==> src/rtl/stereo_sad_disparity.sv <==
// stereo_sad_disparity: streaming horizontal-window SAD stereo matcher with winner-take-all disparity output.
// Four-stage pipeline (AD/history, window sum, argmin, output) that never stalls; bubbles flow as valid=0.
module stereo_sad_disparity #(
  parameter int WIDTH       = 160,
  parameter int HEIGHT      = 120,
  parameter int MAX_DISP    = 16,
  parameter int WIN         = 5,
  parameter int SCALE_SHIFT = 4
) (
  input  logic        clk_data,
  input  logic        rst_n,
  input  logic        frame_start,
  input  logic        pix_valid,
  input  logic [7:0]  left_pix,
  input  logic [7:0]  right_pix,
  output logic [14:0] addr,
  output logic [7:0]  data,
  output logic        data_valid,
  output logic        frame_done
);
  localparam int XW   = $clog2(WIDTH);
  localparam int YW   = $clog2(HEIGHT);
  localparam int DW   = $clog2(MAX_DISP);
  localparam int CW   = $clog2(WIN * 255 + 1);
  localparam int LAST = WIDTH * HEIGHT - 1;

  logic          accept, end_x, end_y;
  logic [XW-1:0] px;
  logic [YW-1:0] py;
  logic [14:0]   pa;
  logic [7:0]    rv [MAX_DISP];
  logic [DW-1:0] best;
  logic [CW-1:0] bc;
  logic [DW+15:0] sc;

  logic          sync_q, sync_d;
  logic [XW-1:0] cx_q, cx_d;
  logic [YW-1:0] cy_q, cy_d;
  logic [14:0]   ca_q, ca_d;
  logic [7:0]    rd_q [MAX_DISP-1];
  logic [7:0]    rd_d [MAX_DISP-1];
  logic [7:0]    hist_q [MAX_DISP][WIN];
  logic [7:0]    hist_d [MAX_DISP][WIN];
  logic [CW-1:0] cost_q [MAX_DISP];
  logic [CW-1:0] cost_d [MAX_DISP];
  logic          v1_q, v1_d, v2_q, v2_d, v3_q, v3_d;
  logic [XW-1:0] x1_q, x1_d, x2_q, x2_d;
  logic [14:0]   a1_q, a1_d, a2_q, a2_d, a3_q, a3_d;
  logic [DW-1:0] d3_q, d3_d;
  logic [14:0]   addr_q, addr_d;
  logic [7:0]    data_q, data_d;
  logic          dv_q, dv_d, fd_q, fd_d;

  always_comb begin
    accept = pix_valid && (frame_start || sync_q);
    px     = frame_start ? '0 : cx_q;
    py     = frame_start ? '0 : cy_q;
    pa     = frame_start ? '0 : ca_q;
    end_x  = px == XW'(WIDTH - 1);
    end_y  = py == YW'(HEIGHT - 1);
    sync_d = accept && end_x && end_y ? 1'b0 : pix_valid && frame_start ? 1'b1 : sync_q;
    cx_d   = accept ? (end_x ? '0 : px + 1'b1) : cx_q;
    cy_d   = accept && end_x ? (end_y ? '0 : py + 1'b1) : cy_q;
    ca_d   = accept ? (end_x && end_y ? '0 : pa + 1'b1) : ca_q;
    // rv[d] is the right pixel d columns to the left of the current one
    rv[0] = right_pix;
    for (int d = 1; d < MAX_DISP; d++) rv[d] = rd_q[d-1];
    rd_d[0] = accept ? right_pix : rd_q[0];
    for (int d = 1; d < MAX_DISP - 1; d++) rd_d[d] = accept ? rd_q[d-1] : rd_q[d];
    for (int d = 0; d < MAX_DISP; d++) begin
      hist_d[d][0] = accept ? (left_pix > rv[d] ? left_pix - rv[d] : rv[d] - left_pix) : hist_q[d][0];
      for (int k = 1; k < WIN; k++) hist_d[d][k] = accept ? hist_q[d][k-1] : hist_q[d][k];
      cost_d[d] = '0;
      for (int k = 0; k < WIN; k++) cost_d[d] = cost_d[d] + CW'(hist_q[d][k]);
    end
    v1_d = accept;
    x1_d = px;
    a1_d = pa;
    v2_d = v1_q;
    x2_d = x1_q;
    a2_d = a1_q;
    // strict < keeps the smallest d on ties; bc starts above any reachable cost
    best = '0;
    bc   = '1;
    for (int d = 0; d < MAX_DISP; d++)
      if (int'(x2_q) >= d + WIN - 1 && cost_q[d] < bc) begin
        best = DW'(d);
        bc   = cost_q[d];
      end
    v3_d   = v2_q;
    a3_d   = a2_q;
    d3_d   = best;
    sc     = (DW+16)'(d3_q) << SCALE_SHIFT;
    addr_d = v3_q ? a3_q : addr_q;
    data_d = v3_q ? (sc > (DW+16)'(255) ? 8'hff : sc[7:0]) : data_q;
    dv_d   = v3_q;
    fd_d   = v3_q && a3_q == 15'(LAST);
  end

  always_ff @(posedge clk_data or negedge rst_n) begin
    if (!rst_n) begin
      sync_q <= 1'b0;
      cx_q   <= '0;
      cy_q   <= '0;
      ca_q   <= '0;
      rd_q   <= '{default: '0};
      hist_q <= '{default: '0};
      cost_q <= '{default: '0};
      v1_q   <= 1'b0;
      v2_q   <= 1'b0;
      v3_q   <= 1'b0;
      x1_q   <= '0;
      x2_q   <= '0;
      a1_q   <= '0;
      a2_q   <= '0;
      a3_q   <= '0;
      d3_q   <= '0;
      addr_q <= '0;
      data_q <= '0;
      dv_q   <= 1'b0;
      fd_q   <= 1'b0;
    end else begin
      sync_q <= sync_d;
      cx_q   <= cx_d;
      cy_q   <= cy_d;
      ca_q   <= ca_d;
      rd_q   <= rd_d;
      hist_q <= hist_d;
      cost_q <= cost_d;
      v1_q   <= v1_d;
      v2_q   <= v2_d;
      v3_q   <= v3_d;
      x1_q   <= x1_d;
      x2_q   <= x2_d;
      a1_q   <= a1_d;
      a2_q   <= a2_d;
      a3_q   <= a3_d;
      d3_q   <= d3_d;
      addr_q <= addr_d;
      data_q <= data_d;
      dv_q   <= dv_d;
      fd_q   <= fd_d;
    end
  end

  assign addr       = addr_q;
  assign data       = data_q;
  assign data_valid = dv_q;
  assign frame_done = fd_q;
endmodule

==> config.mk <==
export PLATFORM = sky130hd
export DESIGN_NAME = stereo_sad_disparity
export DESIGN_NICKNAME = d
export VERILOG_FILES = /design/src/rtl/stereo_sad_disparity.sv
export SDC_FILE = /design/constraint.sdc
export NUM_CORES = 2
export LEC_CHECK = 0
export CORE_ASPECT_RATIO = 0.8
export CORE_UTILIZATION = 45
export DETAILED_ROUTE_END_ITERATION = 10
export PLACE_DENSITY = 0.63
export SYNTH_ARGS = -nofsm -noshare
export SYNTH_HDL_FRONTEND = slang
export SYNTH_SLANG_ARGS = --single-unit
==> constraint.sdc <==
create_clock -name clk_data -period 44.1 [get_ports clk_data]
set_input_delay 8.82 -clock clk_data [delete_from_list [all_inputs] [get_ports clk_data]]
set_output_delay 8.82 -clock clk_data [all_outputs]
set_load 0.1 [all_outputs]
==> flow_metrics.py <==
metrics = {
    "final_layout": {
        "nets": 7522,
        "nFillCells": 13000,
        "layout-drive-gt1-share_pct": 5.33,
        "seq_area_um2": 26400,
        "multi_input_area_um2": 36100,
        "area_growth_pct": 9.75,
    },
    "timing": {
        "rsz0062_at_grt": "no",
        "timing.fmax_ghz": 0.0271,
        "worst_slew_margin_rel_pct": 23.6,
        "layout_setup_ws_ns": 7.14,
        "period_share_pct": 83.8,
        "finalHoldViolCount": 0,
        "tightestPinTransition_ns": 1.15,
        "setup_viol_count_final": 0,
        "clock-skew-final_ns": 0.0452,
        "fin_crit_ns": 36.96,
        "drv_slew": 0,
        "setup_tns_ns": 0,
    },
    "clock_tree": {
        "cts_tree": "built",
        "cts_setup_buffers": 0,
        "cts_made_buffers": 114,
        "insertion_delay_ns": 0.78,
        "cts_sinks": 1056,
        "clk_path_buf_depth": 3,
        "cts-root-buf": "clkbuf_16",
        "h-tree-depth": 3,
        "holdBufCountCts": 0,
        "cts_resized": 0,
        "clk_pin_slew_ns": 0.07,
    },
    "setup_path": {
        "endpoint_kind": "flop",
        "start_kind": "flop",
        "crit_path_frequent_cell": "ha_1",
        "path_max_fanout": 24,
        "worstPathArrival_ns": 37.63,
        "cp_slowest_cell": "a311oi_2",
        "cp_slowest_stage_delay_ns": 0.86,
        "crit_type": "flop to flop",
        "required_ns": 44.77,
    },
    "global_routing": {
        "grt_pass1_wl_mm": 254,
        "grt_max_degree": 219,
        "grt_pass1_vias": 44200,
        "antenna_found_initial": 7,
        "grt_use_total_pct": 22.2,
        "overflow": 0,
    },
    "synth": {
        "synth_top_area_share_pct": 40.6,
        "ys_types": 90,
        "ys_async_sr_fraction_pct": 100,
        "ys_seq_area_share_pct": 40.6,
        "syn-cell-area_um2": 65000,
        "avgSynthCellArea_um2": 9.90,
        "yosysWarningCount": 0,
        "synth_ff_type": "dfrtp_1",
        "post-synth-top-area-cell": "dfrtp_1",
        "synth_cells": 6566,
        "synth_seq_cells": 1056,
        "synth_area_leaders": "dfrtp_1, fa_1, ha_1, nand2_1, o21ai_0",
        "synth-edff-count": 0,
    },
    "routing": {
        "viasPerCell": 5.26,
        "wl_per_cell_um": 18.5,
        "first_pass_iters": 5,
        "initialDrtViolationCount": 3652,
        "wl_met3_mm": 11.7,
        "highest_layer": "met5",
        "met2_length_mm": 61.8,
        "final_antenna_net_count": 0,
        "vias": 44800,
        "drc": 0,
        "routed_wl_mm": 158,
        "wl_met1_mm": 81.7,
    },
    "floorplan": {
        "dieArea_um2": 146000,
        "fp-row-count": 124,
        "start_util_pct": 45.4,
        "coreArea_um2": 143000,
        "die_w_um": 427,
        "die_h_um": 342,
        "ios": 45,
    },
    "outcome": {
        "outcome": "finished, final reports clean",
    },
    "placement": {
        "portBuffers": 40,
        "pre_cts_slack_ns": 7.70,
        "post-dp-hpwl_mm": 116,
        "place_congestion": 0.908,
    },
    "flow_run": {
        "drv_cap": 0,
    },
    "worst_hold_path": {
        "hold_path.class": "flop to flop",
    },
}
## worst max-delay path, delay by kind of cell, from the launching register on
| kind | cells | cell delay, ns |
|---|---|---|
| flops | 1 | 0.42 |
| mux | 7 | 2.37 |
| buf+inv | 7 | 0.83 |
| compound gates | 70 | 17.80 |
| fa+ha+maj | 15 | 4.49 |
| simple gates | 44 | 10.90 |
## cell usage in the layout (no fill, tap or decap), types with 16 or more instances in the layout
cell type	netlist	routed
nand4_1	20	20
ha_1	556	556
a221o_1	50	50
nand2b_1	42	42
o31ai_1	29	28
inv_1	414	413
nor2b_1	151	151
o211ai_1	23	23
a211oi_1	33	33
nand3_1	31	31
clkdlybuf4s50_1	0	38
a21o_1	170	170
dfrtp_1	1056	1056
a21oi_1	213	213
clkbuf_1	226	22
mux2_2	65	65
clkbuf_8	0	23
a211o_1	27	27
xnor2_1	126	126
mux2i_1	94	94
and3_1	23	23
nor3_1	16	16
xor2_1	99	99
o21bai_1	60	60
and4_1	41	41
fa_1	400	400
o21a_1	42	42
o21ai_0	404	404
clkinv_2	0	20
and2_1	27	27
nand2_1	1845	1845
clkbuf_16	0	114
buf_4	5	60
nor2_1	97	97
a221oi_1	38	38
## synth_stat cells, types with 29 or more instances
| library cell | instances |
|---|---|
| nand2_1 | 1845 |
| dfrtp_1 | 1056 |
| ha_1 | 556 |
| inv_1 | 414 |
| o21ai_0 | 404 |
| fa_1 | 400 |
| clkbuf_1 | 226 |
| a21oi_1 | 213 |
| a21o_1 | 170 |
| nor2b_1 | 151 |
| xnor2_1 | 126 |
| xor2_1 | 99 |
| nor2_1 | 97 |
| mux2i_1 | 94 |
| mux2_2 | 65 |
| o21bai_1 | 60 |
| a221o_1 | 50 |
| nand2b_1 | 42 |
| o21a_1 | 42 |
| and4_1 | 41 |
| a221oi_1 | 38 |
| a211oi_1 | 33 |
| nand3_1 | 31 |
| o31ai_1 | 29 |
## flip-flops by register name, summed over array words and instances (netlist names), 4 cells and up
name	count
rd_q	120
ca_q	15
a1_q	15
cx_q	8
x2_q	8
data	4
d3_q	4
hist_q	640
cost_q	176
a3_q	15
addr	15
x1_q	8
cy_q	7
a2_q	15
## path summary, 6_finish.rpt
path                                     endpoint  slack (ns)  depth (start not counted)               from
min in group asynchronous       a3_q[1]$_DFF_PN0_        8.12                          1              rst_n
setup reg to reg                d3_q[0]$_DFF_PN0_        7.14                        143  x2_q[6]$_DFF_PN0_
max in group asynchronous  hist_q[75]$_DFFE_PN0P_       33.10                          4              rst_n
hold / removal                  a2_q[6]$_DFF_PN0_        0.35                          0  a1_q[6]$_DFF_PN0_
hold reg to reg                 a2_q[6]$_DFF_PN0_        0.35                          0  a1_q[6]$_DFF_PN0_
setup / recovery                d3_q[0]$_DFF_PN0_        7.14                        143  x2_q[6]$_DFF_PN0_
## metal layers
layer | track usage (%) | vias to the layer above
met3 | 5.76 | 177
met1 | 35.9 | 22000
met5 | 0 | -
met4 | 4.43 | 2
met2 | 29.4 | 929
li1 | - | 21700
## kinds of logic (layout without fill, tap and decap cells)
| logic type | Yosys count | in the layout | synth area share (%) |
|---|---|---|---|
| other | 1 | 8 | 0.00577 |
| AND/OR/NAND/NOR | 2334 | 2334 | 15.1 |
| multiplexers | 161 | 161 | 2.63 |
| buffers and inverters | 659 | 730 | 3.87 |
| flip-flops | 1056 | 1056 | 40.6 |
| adder cells (fa/ha/maj) | 959 | 959 | 23.1 |
| XOR/XNOR | 225 | 225 | 3.03 |
| AO/OA/AOI/OAI | 1171 | 1171 | 11.6 |
## metrics by stage
stage | util (%) | hold WS [ns] | area, µm² | std cells
after floorplan | - | 0.331 | 65000 | 6569
after global routing | 49.8 | 0.350 | 71400 | 8531
final | 49.8 | 0.345 | 71400 | 8534
after CTS | 49.8 | 0.346 | 71400 | 8530
after global placement | 47.1 | 0.331 | 67400 | 8320
after detailed placement | 47.1 | 0.335 | 67400 | 8320
## final cells by class
cell class	count	share of cell area, %
clock inverter	51	0.957
antenna	4	0.0140
inverter	415	2.19
timing repair buffer	105	1.33
tap	1890	3.31
clock buffer	159	4.56
multi-input combinational	4854	50.6
sequential	1056	37.0
Power is left out: the tool's default activity adds up to more than one toggle a clock period on the data nets, which glitch-free logic cannot reach.
